File: src/rtl/ssc_pkg.sv
// ---------------------------------------------------------------------------
// ssc_pkg
// Shared types and helpers for the SSC serial receive path.
//   - rx_state_e   : receive FSM states
//   - par_mode_e   : decoded parity mode
//   - OVERSAMPLE   : ticks per bit period (16x)
//   - FIFO_DEPTH   : receive queue depth when SSC_RX_FIFO_EN is defined
//   - baud_hz()    : 6551 baud code -> bit rate in Hz
//   - par_decode() : 6551 command bits [7:5] -> par_mode_e
// ---------------------------------------------------------------------------
package ssc_pkg;

  localparam int unsigned OVERSAMPLE = 16;
  localparam int unsigned FIFO_DEPTH = 4;

  typedef enum logic [2:0] {
    ST_IDLE   = 3'd0,
    ST_START  = 3'd1,
    ST_DATA   = 3'd2,
    ST_PARITY = 3'd3,
    ST_STOP   = 3'd4,
    ST_BREAK  = 3'd5
  } rx_state_e;

  typedef enum logic [2:0] {
    PAR_NONE  = 3'd0,
    PAR_ODD   = 3'd1,
    PAR_EVEN  = 3'd2,
    PAR_MARK  = 3'd3,
    PAR_SPACE = 3'd4
  } par_mode_e;

  function automatic logic [31:0] baud_hz(input logic [3:0] code);
    logic [31:0] hz;
    case (code)
      4'h0:    hz = 32'd115200;
      4'h1:    hz = 32'd50;
      4'h2:    hz = 32'd75;
      4'h3:    hz = 32'd110;
      4'h4:    hz = 32'd135;
      4'h5:    hz = 32'd150;
      4'h6:    hz = 32'd300;
      4'h7:    hz = 32'd600;
      4'h8:    hz = 32'd1200;
      4'h9:    hz = 32'd1800;
      4'hA:    hz = 32'd2400;
      4'hB:    hz = 32'd3600;
      4'hC:    hz = 32'd4800;
      4'hD:    hz = 32'd7200;
      4'hE:    hz = 32'd9600;
      default: hz = 32'd19200;
    endcase
    return hz;
  endfunction

  // Bit 0 clear disables parity; bits [2:1] then select odd/even/mark/space.
  function automatic par_mode_e par_decode(input logic [2:0] sel);
    par_mode_e mode;
    if (!sel[0]) begin
      mode = PAR_NONE;
    end else begin
      case (sel[2:1])
        2'b00:   mode = PAR_ODD;
        2'b01:   mode = PAR_EVEN;
        2'b10:   mode = PAR_MARK;
        default: mode = PAR_SPACE;
      endcase
    end
    return mode;
  endfunction

endpackage

File: src/rtl/ssc_baud_gen.sv
// ---------------------------------------------------------------------------
// ssc_baud_gen
// Fractional-accumulator 16x oversample tick generator. Each clock adds
// 16*baud to a 32-bit accumulator; when the sum reaches CLOCK_SPEED_HZ the
// clock rate is subtracted and a one-cycle tick is issued.
// Ports:
//   clk_logic_i    : system clock
//   system_reset_n : synchronous active-low reset
//   baud_sel_i     : 6551 baud code
//   tick_o         : one-cycle oversample tick
// ---------------------------------------------------------------------------
module ssc_baud_gen
  import ssc_pkg::*;
#(
  parameter int unsigned CLOCK_SPEED_HZ = 54_000_000
) (
  input  logic       clk_logic_i,
  input  logic       system_reset_n,
  input  logic [3:0] baud_sel_i,
  output logic       tick_o
);

  logic [31:0] acc_q, acc_d;
  logic [31:0] inc;
  logic [31:0] sum;
  logic        tick_q, tick_d;

  assign inc = 32'(OVERSAMPLE) * baud_hz(baud_sel_i);
  assign sum = acc_q + inc;

  always_comb begin
    acc_d  = sum;
    tick_d = 1'b0;
    if (sum >= CLOCK_SPEED_HZ) begin
      acc_d  = sum - CLOCK_SPEED_HZ;
      tick_d = 1'b1;
    end
  end

  always_ff @(posedge clk_logic_i) begin
    if (!system_reset_n) begin
      acc_q  <= 32'd0;
      tick_q <= 1'b0;
    end else begin
      acc_q  <= acc_d;
      tick_q <= tick_d;
    end
  end

  assign tick_o = tick_q;

endmodule

File: src/rtl/ssc_rx_deserializer.sv
// ---------------------------------------------------------------------------
// ssc_rx_deserializer
// 6551-style asynchronous serial receiver: synchronizes rx_i, oversamples at
// 16x, deframes start/data/parity/stop and presents the byte plus error
// flags to a consumer that pops with ack_i.
// Build option:
//   SSC_RX_FIFO_EN defined   -> 4-entry receive FIFO
//   SSC_RX_FIFO_EN undefined -> single holding register (default)
// Ports:
//   clk_logic_i    : system clock (CLOCK_SPEED_HZ)
//   system_reset_n : synchronous active-low reset
//   rx_i           : asynchronous serial input, idle high
//   baud_sel_i     : 6551 baud code
//   wl_sel_i       : word length 0=8,1=7,2=6,3=5 bits
//   par_sel_i      : parity mode (6551 command bits [7:5])
//   data_o         : head byte, LSB aligned
//   rx_full_o      : a byte is available
//   ack_i          : consumer pop pulse
//   parity_err_o   : parity error of head byte
//   framing_err_o  : framing error of head byte
//   overrun_o      : sticky, a byte was lost
// ---------------------------------------------------------------------------
module ssc_rx_deserializer
  import ssc_pkg::*;
#(
  parameter int unsigned CLOCK_SPEED_HZ = 54_000_000
) (
  input  logic       clk_logic_i,
  input  logic       system_reset_n,
  input  logic       rx_i,
  input  logic [3:0] baud_sel_i,
  input  logic [1:0] wl_sel_i,
  input  logic [2:0] par_sel_i,
  output logic [7:0] data_o,
  output logic       rx_full_o,
  input  logic       ack_i,
  output logic       parity_err_o,
  output logic       framing_err_o,
  output logic       overrun_o
);

  // Synchronizer and edge detect
  logic rx_meta_q, rx_sync_q, rx_prev_q;
  logic rx_fall;

  // Frame FSM state
  rx_state_e   state_q, state_d;
  logic [3:0]  tick_cnt_q, tick_cnt_d;
  logic [2:0]  bit_cnt_q, bit_cnt_d;
  logic [7:0]  shreg_q, shreg_d;
  logic        par_err_q, par_err_d;
  logic        frm_err_q, frm_err_d;
  logic        commit_q, commit_d;
  logic [3:0]  baud_q, baud_d;
  logic [1:0]  wl_q, wl_d;
  par_mode_e   par_q, par_d;

  logic [3:0]  baud_run;
  logic        tick;
  logic [2:0]  last_bit;
  logic        exp_par;

  assign rx_fall = rx_prev_q & ~rx_sync_q;

  // While idle the generator follows the live code so the first frame after
  // a rate change already runs at the new rate; within a frame it uses the
  // code captured at the start edge.
  assign baud_run = (state_q == ST_IDLE) ? baud_sel_i : baud_q;

  ssc_baud_gen #(
    .CLOCK_SPEED_HZ(CLOCK_SPEED_HZ)
  ) u_baud_gen (
    .clk_logic_i   (clk_logic_i),
    .system_reset_n(system_reset_n),
    .baud_sel_i    (baud_run),
    .tick_o        (tick)
  );

  assign last_bit = 3'd7 - {1'b0, wl_q};

  // Unused upper data bits are zero, so parity over the whole register is
  // parity over the received word.
  always_comb begin
    exp_par = 1'b0;
    case (par_q)
      PAR_ODD:  exp_par = ~^shreg_q;
      PAR_EVEN: exp_par = ^shreg_q;
      PAR_MARK: exp_par = 1'b1;
      default:  exp_par = 1'b0;
    endcase
  end

  always_comb begin
    state_d    = state_q;
    tick_cnt_d = tick_cnt_q;
    bit_cnt_d  = bit_cnt_q;
    shreg_d    = shreg_q;
    par_err_d  = par_err_q;
    frm_err_d  = frm_err_q;
    commit_d   = 1'b0;
    baud_d     = baud_q;
    wl_d       = wl_q;
    par_d      = par_q;

    case (state_q)
      ST_IDLE: begin
        if (rx_fall) begin
          state_d    = ST_START;
          tick_cnt_d = 4'd0;
          bit_cnt_d  = 3'd0;
          shreg_d    = 8'h00;
          par_err_d  = 1'b0;
          frm_err_d  = 1'b0;
          baud_d     = baud_sel_i;
          wl_d       = wl_sel_i;
          par_d      = par_decode(par_sel_i);
        end
      end

      ST_START: begin
        if (tick) begin
          if (tick_cnt_q == 4'd7) begin
            tick_cnt_d = 4'd0;
            state_d    = rx_sync_q ? ST_IDLE : ST_DATA;
          end else begin
            tick_cnt_d = tick_cnt_q + 4'd1;
          end
        end
      end

      ST_DATA: begin
        if (tick) begin
          if (tick_cnt_q == 4'd15) begin
            tick_cnt_d         = 4'd0;
            shreg_d[bit_cnt_q] = rx_sync_q;
            if (bit_cnt_q == last_bit) begin
              bit_cnt_d = 3'd0;
              state_d   = (par_q == PAR_NONE) ? ST_STOP : ST_PARITY;
            end else begin
              bit_cnt_d = bit_cnt_q + 3'd1;
            end
          end else begin
            tick_cnt_d = tick_cnt_q + 4'd1;
          end
        end
      end

      ST_PARITY: begin
        if (tick) begin
          if (tick_cnt_q == 4'd15) begin
            tick_cnt_d = 4'd0;
            par_err_d  = (rx_sync_q != exp_par);
            state_d    = ST_STOP;
          end else begin
            tick_cnt_d = tick_cnt_q + 4'd1;
          end
        end
      end

      ST_STOP: begin
        if (tick) begin
          if (tick_cnt_q == 4'd15) begin
            tick_cnt_d = 4'd0;
            frm_err_d  = ~rx_sync_q;
            commit_d   = 1'b1;
            state_d    = (!rx_sync_q && (shreg_q == 8'h00)) ? ST_BREAK : ST_IDLE;
          end else begin
            tick_cnt_d = tick_cnt_q + 4'd1;
          end
        end
      end

      ST_BREAK: begin
        if (rx_sync_q) begin
          state_d = ST_IDLE;
        end
      end

      default: begin
        state_d = ST_IDLE;
      end
    endcase
  end

  always_ff @(posedge clk_logic_i) begin
    if (!system_reset_n) begin
      rx_meta_q  <= 1'b1;
      rx_sync_q  <= 1'b1;
      rx_prev_q  <= 1'b1;
      state_q    <= ST_IDLE;
      tick_cnt_q <= 4'd0;
      bit_cnt_q  <= 3'd0;
      shreg_q    <= 8'h00;
      par_err_q  <= 1'b0;
      frm_err_q  <= 1'b0;
      commit_q   <= 1'b0;
      baud_q     <= 4'd0;
      wl_q       <= 2'd0;
      par_q      <= PAR_NONE;
    end else begin
      rx_meta_q  <= rx_i;
      rx_sync_q  <= rx_meta_q;
      rx_prev_q  <= rx_sync_q;
      state_q    <= state_d;
      tick_cnt_q <= tick_cnt_d;
      bit_cnt_q  <= bit_cnt_d;
      shreg_q    <= shreg_d;
      par_err_q  <= par_err_d;
      frm_err_q  <= frm_err_d;
      commit_q   <= commit_d;
      baud_q     <= baud_d;
      wl_q       <= wl_d;
      par_q      <= par_d;
    end
  end

`ifdef SSC_RX_FIFO_EN
  // Entry layout: {data[7:0], parity_err, framing_err}
  logic [9:0] fifo_mem_q [FIFO_DEPTH];
  logic [1:0] wr_ptr_q, rd_ptr_q;
  logic [2:0] count_q;
  logic       ovr_q;
  logic       pop, push;

  // A pop in the same cycle frees a slot for the incoming byte.
  assign pop  = ack_i && (count_q != 3'd0);
  assign push = commit_q && ((count_q != 3'(FIFO_DEPTH)) || pop);

  always_ff @(posedge clk_logic_i) begin
    if (!system_reset_n) begin
      for (int i = 0; i < FIFO_DEPTH; i++) begin
        fifo_mem_q[i] <= 10'd0;
      end
      wr_ptr_q <= 2'd0;
      rd_ptr_q <= 2'd0;
      count_q  <= 3'd0;
      ovr_q    <= 1'b0;
    end else begin
      if (push) begin
        fifo_mem_q[wr_ptr_q] <= {shreg_q, par_err_q, frm_err_q};
        wr_ptr_q             <= wr_ptr_q + 2'd1;
      end
      if (pop) begin
        rd_ptr_q <= rd_ptr_q + 2'd1;
      end
      count_q <= count_q + {2'b00, push} - {2'b00, pop};
      if (pop) begin
        ovr_q <= 1'b0;
      end else if (commit_q && !push) begin
        ovr_q <= 1'b1;
      end
    end
  end

  assign data_o        = fifo_mem_q[rd_ptr_q][9:2];
  assign parity_err_o  = fifo_mem_q[rd_ptr_q][1];
  assign framing_err_o = fifo_mem_q[rd_ptr_q][0];
  assign rx_full_o     = (count_q != 3'd0);
  assign overrun_o     = ovr_q;
`else
  logic [7:0] hold_data_q;
  logic       hold_pe_q;
  logic       hold_fe_q;
  logic       full_q;
  logic       ovr_q;

  // Pop is applied first so a simultaneous commit lands in the freed slot.
  always_ff @(posedge clk_logic_i) begin
    if (!system_reset_n) begin
      hold_data_q <= 8'h00;
      hold_pe_q   <= 1'b0;
      hold_fe_q   <= 1'b0;
      full_q      <= 1'b0;
      ovr_q       <= 1'b0;
    end else begin
      if (ack_i && full_q) begin
        full_q <= 1'b0;
        ovr_q  <= 1'b0;
      end
      if (commit_q) begin
        if (full_q && !ack_i) begin
          ovr_q <= 1'b1;
        end else begin
          hold_data_q <= shreg_q;
          hold_pe_q   <= par_err_q;
          hold_fe_q   <= frm_err_q;
          full_q      <= 1'b1;
        end
      end
    end
  end

  assign data_o        = hold_data_q;
  assign parity_err_o  = hold_pe_q;
  assign framing_err_o = hold_fe_q;
  assign rx_full_o     = full_q;
  assign overrun_o     = ovr_q;
`endif

endmodule
File: config.mk
export PLATFORM = sky130hd
export DESIGN_NAME = ssc_rx_deserializer
export DESIGN_NICKNAME = d
export VERILOG_FILES = /design/src/rtl/ssc_pkg.sv /design/src/rtl/ssc_baud_gen.sv /design/src/rtl/ssc_rx_deserializer.sv
export SDC_FILE = /design/constraint.sdc
export NUM_CORES = 1
export LEC_CHECK = 0
export ABC_AREA = 0
export CORE_MARGIN = 3
export CORE_UTILIZATION = 57
export CTS_BUF_LIST = sky130_fd_sc_hd__clkbuf_4 sky130_fd_sc_hd__clkbuf_8
export CTS_CLUSTER_SIZE = 20
export DETAILED_ROUTE_END_ITERATION = 7
export PLACE_DENSITY = 0.82
export SKIP_LAST_GASP = 1
export SYNTH_ARGS = -nofsm -noshare
export SYNTH_HDL_FRONTEND = slang
export SYNTH_SLANG_ARGS = --single-unit
File: constraint.sdc
create_clock -name clk_logic_i -period 5.4 [get_ports clk_logic_i]
set_clock_uncertainty 0.1 [all_clocks]
set_input_delay 1.08 -clock clk_logic_i [delete_from_list [all_inputs] [get_ports clk_logic_i]]
set_output_delay 1.08 -clock clk_logic_i [all_outputs]
set_load 0.02 [all_outputs]
==> results of run 1 <==
[critical path, cell delays in order]
cell	delay (ns)
clkdlybuf4s50_1	0.42
mux2_4	0.29
inv_1	0.11
ha_2	0.21
buf_4	0.12
nor2_1	0.04
o31ai_1	0.35
ha_2	0.41
a21oi_1	0.27
o221a_2	0.23
o31a_1	0.26
xnor2_1	0.12
and4b_1	0.21
and4_1	0.20
o21a_4	0.23
buf_12	0.13
o211a_4	0.26
o221ai_1	0.27
mux2i_1	0.22
[worst max path at each step]
stage                  start                    to  slack (ns)  depth (start not counted)
6_report       baud_sel_i[0]  u_baud_gen.acc_q[25]        0.14                         19
5_1_grt        baud_sel_i[0]  u_baud_gen.acc_q[25]       -0.07                         20
4_1_cts        baud_sel_i[0]  u_baud_gen.acc_q[25]        0.09                         19
3_5_place_dp   baud_sel_i[0]  u_baud_gen.acc_q[25]       -0.28                         19
3_3_place_gp   baud_sel_i[1]  u_baud_gen.acc_q[29]       -0.17                         19
2_1_floorplan  baud_sel_i[1]  u_baud_gen.acc_q[27]        0.16                         18
[cells in the mapped netlist (6+ instances only)]
library cell   n  area [µm²]
nand2_1       75         282
dfxtp_1       74        1480
nor2_1        72         270
a21oi_1       66         330
o21ai_0       33         165
ha_1          32         400
nand3_1       32         160
mux2i_1       27         270
clkbuf_1      26        97.6
nand2b_1      18         113
inv_1         16        60.1
nor3_1        16        80.1
xnor2_1       16         140
a21o_1        10        75.1
and2_1        10        62.6
xor2_1        10        87.6
a21oi_2        9        78.8
and3_1         9        56.3
o211ai_1       9        67.6
a211oi_1       8        60.1
or2_2          8        50.1
buf_2          7        35.0
nand4_1        7        43.8
o21a_1         7        52.6
or3_1          7        43.8
a31oi_1        6        37.5
[metrics by stage]
stage / std cells / cell area, µm² / setup TNS [ns]
floorplan: 696 / 5460 / 0
global placement: 901 / 6410 / -2.59
detailed placement: 901 / 6410 / -5.37
CTS: 917 / 6640 / 0
global route: 922 / 6770 / -0.231
finish: 922 / 6770 / 0
[flip-flops by register name, indices dropped and copies added (netlist names), 2 cells and up]
| signal | count |
|---|---|
| u_baud_gen.acc_q | 28 |
| data_o | 8 |
| shreg_q | 8 |
| baud_q | 4 |
| tick_cnt_q | 4 |
| bit_cnt_q | 3 |
| par_q | 3 |
| state_q | 3 |
| wl_q | 2 |
[power breakdown]
part	leakage (nW)	total, mW	internal (mW)	switching [mW]
combinational	2.04	1.37	0.650	0.716
sequential	0.600	0.632	0.599	0.0329
clock	0.117	0.499	0.278	0.221
[what timing repair did]
action	in CTS	in global routing
hold endpoints to repair	0	0
gates resized for setup	0	21
setup buffers	0	4
endpoints found under the setup margin	0	25
[metal layers]
layer	vias up	wire [µm]	global-route usage, %
li1	2703	-	-
met1	2648	6340	33.2
met2	161	7390	46.6
met3	31	755	5.23
met4	0	318	10.4
met5	-	0	0
[layout make-up]
| type | instances | area, µm² | share of cell area [%] |
|---|---|---|---|
| multi-input combinational | 571 | 3850 | 56.8 |
| sequential | 74 | 1480 | 21.9 |
| timing repair buffer | 116 | 988 | 14.6 |
| tap | 129 | 161 | 2.38 |
| clock buffer | 10 | 138 | 2.03 |
| clock inverter | 6 | 95.1 | 1.40 |
| inverter | 16 | 60.1 | 0.887 |
[logic make-up (layout without fill, tap and decap cells)]
family                   Yosys count  after routing  share of synthesized area (%)
AO/OA/AOI/OAI                    198            199                           25.6
XOR/XNOR                          26             26                           4.17
adder cells (fa/ha/maj)           33             33                           7.70
AND/OR/NAND/NOR                  283            283                           25.7
multiplexers                      30             30                           5.57
buffers and inverters             52            148                           4.15
flip-flops                        74             74                           27.1
==> results by group, run 1 <==
Run status
  • Status: completed

Die
  • Row Count: 35
  • Top Ports: 25
  • Core ar.: 9280 µm²
  • Die ar.: 10800 µm²
  • Chip height: 104 µm
  • Initial Utilization: 58.8%
  • Die X: 104 µm

CTS
  • CTS H-tree depth: 3
  • # clock sinks: 74
  • Worst skew pair latency: 0.35 ns
  • Worst-path clk slew: 0.08 ns
  • Clock tree from TritonCTS: yes
  • Clk buf depth: 2
  • Number of hold buffers added after CTS: 0
  • CTS buffer count: 9
  • Root buf cell: clkbuf_8

Yosys
  • Cell area after synthesis: ~5500 µm²
  • Mapped Cells: 696
  • Post-synth EDFFs: 0
  • Sequential element share of the synthesized area: ~27%
  • Syn_nets: 742
  • Avg Inst Size Synth: 7.84 µm²
  • Synth warn: 0
  • Ys flop type: dfxtp_1
  • Synth cell types: 75
  • Seq cells post-synth: 74
  • Asr flop ratio synth: 0%

Critical path
  • R2R depth: 20
  • WP data arrival: 5.43 ns
  • Critical Path Fanout Max: 8
  • Crit. End Element: flip-flop
  • Critical Path RT: between 5 and 6 ns
  • WS Path Type: input pin to flip-flop
  • R2r endpoint: u_baud_gen.acc_q[25]
  • R2R Setup Slk: 0.24 ns
  • Worst R2R Start: state_q[2]
  • Setup crit start kind: input pin

Layout
  • Commonest non-fill, non-tap cells in the layout: 86 x buf_4, 75 x nand2_1, 74 x dfxtp_1
  • Synth-to-Final Area Change: 24.1%
  • Most common cell after layout, fill and taps aside: buf_4
  • Ant diodes: 0
  • Final core occ: 72.9%
  • Filler instances: 721
  • Fraction of layout cells with a size suffix above 1: 20.7%
  • Nets: 834

Detailed routing
  • # DRC: 0
  • Routed WL per cell: 16.1 µm
  • Vias/cell: 6.01
  • Starting DRC count in detailed routing: 335
  • DR vias: 5543
  • Total Wirelength: 14800 µm
  • Final ANT Viol Nets: 0
  • DR pass1 iterations: 5

Global routing
  • First-pass GRT wire length: approximately 25000 µm
  • Vias in the first global route: 5357
  • Largest net degree at the start of global routing: 47
  • Total track usage: 27.0%
  • Total gr overflow: 0
  • Antenna violations before repair: 0

STA
  • Final min period: 5.26 ns
  • Worst slew pin tran: 1.12 ns
  • Worst slew margin: 24.6%
  • Max-slew violations: 0
  • Fmax: 190 MHz
  • Period utilization: 97.4%
  • Final setup vio count: 0
  • Hold Fails Final Rpt: 0
  • Setup WS post-layout: around 0.14 ns
  • RSZ-0062 raised after global routing: yes
  • Min Hold Slack: 0.328 ns

Hold path
  • Hold path depth: 1
  • Min-Delay Endpoint: rx_sync_q
  • Hold Path Origin: rx_meta_q
  • Worst min path class: flip-flop to flip-flop

Power and ir drop
  • Peak supply drop: 0.189 mV
  • Overall power: around 2.5 mW
  • LEAKAGE: 2.76 nW
  • Total power divided by cell area: 369 nW/µm²

Place
  • DP HPWL: roughly 11000 µm
  • Number of buffers added on ports: 24
  • RD Place Congestion: between 1 and 1.5
  • Setup Slack @ Placement: -0.284 ns

Job
  • Max_cap viols: 0
Note: power is estimated with default switching activity, not from simulation.
==> inputs of run 2 (changes only) <==
--- a/config.mk
+++ b/config.mk
@@ -6,12 +6,15 @@
 export NUM_CORES = 1
 export LEC_CHECK = 0
 export ABC_AREA = 0
+export CAP_MARGIN = 20
 export CORE_MARGIN = 3
 export CORE_UTILIZATION = 57
 export CTS_BUF_LIST = sky130_fd_sc_hd__clkbuf_4 sky130_fd_sc_hd__clkbuf_8
 export CTS_CLUSTER_SIZE = 20
 export DETAILED_ROUTE_END_ITERATION = 7
+export HOLD_SLACK_MARGIN = 0.12
 export PLACE_DENSITY = 0.82
+export RECOVER_POWER = 100
 export SKIP_LAST_GASP = 1
 export SYNTH_ARGS = -nofsm -noshare
 export SYNTH_HDL_FRONTEND = slang
==> run 2 against run 1 <==
Net effect: fmax is 0.43% higher; global-route usage is the same; first-iteration DRC count down 11%; final cell count increased by 0.11%; count of clock-buffer cells in the layout unchanged; final area unchanged; wire length down 0.53%; total power shrank 0.25%; sequential cell count stayed put; critical path type unchanged; highest routed layer unchanged.
==> results by group, run 2 (synthesis gave the netlist of run 1 again) <==
Layout
  • Commonest non-fill, non-tap cells in the layout: 86 x buf_4, 75 x nand2_1, 74 x dfxtp_1
  • Largest register FFs: 28 (unchanged)
  • Multi-input logic area: 3840 µm² (about the same)
  • Synth-to-Final Area Change: 24.1% (unchanged)
  • Ant diodes: 0 (unchanged)
  • Most common cell after layout, fill and taps aside: buf_4
  • Nets: 835 (+0.12%)
  • Filler instances: 724 (+0.42%)
  • Fraction of layout cells with a size suffix above 1: 20.5% (-0.15 points)
  • Sequential Area: 1480 µm² (unchanged)
  • Largest Register: u_baud_gen.acc_q

Critical path
  • WS Path Type: input pin to flip-flop
  • Setup crit start kind: input pin
  • CP max-delay cell: clkdlybuf4s50_1
  • Worst R2R Start: state_q[2]
  • WP data arrival: 5.41 ns (-0.02 ns)
  • Critical Path Fanout Max: 8 (unchanged)
  • Critical Path Max Stage Delay: 0.42 ns (about the same)
  • Critical Path RT: 5.57 ns (about the same)
  • Crit. End Element: flip-flop
  • Worst Setup SP: baud_sel_i[0]
  • Critical-path cell list: clkdlybuf4s50_1, mux2_4, inv_1, ha_2, nor2_1, a21oi_1, nor2_1, a21oi_1, ha_1, buf_4, a221o_1, or3_1, o211ai_2, and4b_1, and4_1, o21a_4, buf_12, o211a_4, o221ai_1, mux2i_1

Power and ir drop
  • Total power divided by cell area: 368 nW/µm² (-0.25%)
  • LEAKAGE: 2.80 nW (+1.7%)
  • Peak supply drop: 0.189 mV (+0.16%)
  • Overall power: 2.49 mW (-0.25%)

CTS
  • Root buf cell: clkbuf_8
  • Clk buf depth: 2 (unchanged)
  • CTS buffer count: 9 (unchanged)
  • # clock sinks: 74 (unchanged)
  • Clock tree from TritonCTS: yes
  • Worst-path clk slew: 0.08 ns (about the same)
  • Number of hold buffers added after CTS: 0 (unchanged)
  • CTS H-tree depth: 3 (unchanged)
  • Worst skew pair latency: 0.35 ns (about the same)

Detailed routing
  • Final ANT Viol Nets: 0 (unchanged)
  • DR pass1 iterations: 5 (unchanged)
  • Starting DRC count in detailed routing: 297 (-11%)
  • Vias/cell: 5.99 (-0.32%)
  • DR vias: 5531 (-0.22%)
  • Total Wirelength: 14700 µm (-0.53%)
  • # DRC: 0 (unchanged)
  • Routed WL per cell: 16.0 µm (-0.63%)

STA
  • Fmax: 191 MHz (+0.43%)
  • Hold Fails Final Rpt: 0 (unchanged)
  • Setup TNS: 0 ns (unchanged)
  • Max-slew violations: 0 (unchanged)
  • Worst slew margin: 63.5% (+39 points)
  • Period utilization: 97.0% (-0.41 points)
  • Final setup vio count: 0 (unchanged)
  • Min Hold Slack: 0.325 ns (-0.00306 ns)
  • Final min period: 5.24 ns (-0.0224 ns)
  • Worst slew pin tran: 0.548 ns (-0.576 ns)
  • RSZ-0062 raised after global routing: yes

Place
  • Number of buffers added on ports: 24 (unchanged)
  • RD Place Congestion: 1.01 (unchanged)
  • DP HPWL: 11100 µm (unchanged)

Global routing
  • Largest net degree at the start of global routing: 47 (unchanged)
  • Vias in the first global route: 5357 (unchanged)
  • First-pass GRT wire length: 24600 µm (unchanged)
  • Total track usage: 27.0% (unchanged)
  • Antenna violations before repair: 0 (unchanged)
  • Total gr overflow: 0 (unchanged)

Die
  • Row Count: 35 (unchanged)
  • Core ar.: 9280 µm² (unchanged)
  • Chip height: 104 µm (unchanged)
  • Die X: 104 µm (unchanged)
  • Initial Utilization: 58.8% (unchanged)
  • Top Ports: 25 (unchanged)
  • Die ar.: 10800 µm² (unchanged)

Run status
  • Status: completed

Hold path
  • Hold Path Origin: rx_meta_q
  • Worst min path class: flip-flop to flip-flop

Job
  • Max_cap viols: 0 (unchanged)
-- run 2: cell types whose count changed in the layout (fill, tap and decap cells not counted), sizes merged --
cell	delta
clkdlybuf4s50	-13
dlygate4sd3	+13
clkbuf	+1
-- run 2: final timing paths --
path | cells past startpoint | endpoint | slack, ns
min | 1 | rx_sync_q | 0.33
max reg2reg | 20 | u_baud_gen.acc_q[25] | 0.26
min reg2reg | 1 | rx_sync_q | 0.33
max | 20 | u_baud_gen.acc_q[25] | 0.16
-- run 2: what timing repair did --
item,4_1_cts,5_1_grt
endpoints found under the setup margin,0,25
setup buffers,0,4
resized for setup,0,21
-- run 2: cell type report --
cell class | instances | share of cell area, %
inverter | 16 | 0.887
sequential | 74 | 21.9
timing repair buffer | 117 | 14.7
tap | 129 | 2.38
clock inverter | 6 | 1.40
clock buffer | 10 | 2.03
multi-input combinational | 571 | 56.8
-- run 2: stage by stage --
step	instances	worst slack (ns)	instance area [µm²]	util, %
5_1_grt	923	-0.0548	6770	72.9
3_3_place_gp	901	-0.171	6410	69.0
3_5_place_dp	901	-0.284	6410	69.0
2_1_floorplan	696	0.162	5460	-
4_1_cts	917	0.0867	6640	71.5
6_report	923	0.161	6770	72.9
-- run 2: where the power goes --
part	total, mW	switching, mW	leakage (nW)	internal [mW]
logic	1.36	0.712	2.08	0.648
registers	0.632	0.0330	0.600	0.599
clock network	0.499	0.221	0.117	0.278
-- run 2: routing by layer --
| metal | global-route usage [%] | wire, µm | vias up |
|---|---|---|---|
| met5 | 0 | 0 | - |
| met4 | 10.4 | 308 | 0 |
| met3 | 5.23 | 778 | 33 |
| met2 | 46.6 | 7390 | 162 |
| met1 | 33.2 | 6250 | 2633 |
| li1 | - | - | 2703 |
-- run 2: critical path, delay by kind of cell --
| kind | cells | cell delay (ns) |
|---|---|---|
| AO/OA/AOI/OAI | 7 | 1.59 |
| adder cells (fa/ha/maj) | 2 | 0.48 |
| multiplexers | 2 | 0.51 |
| buffers and inverters | 4 | 0.83 |
| AND/OR/NAND/NOR | 5 | 0.92 |
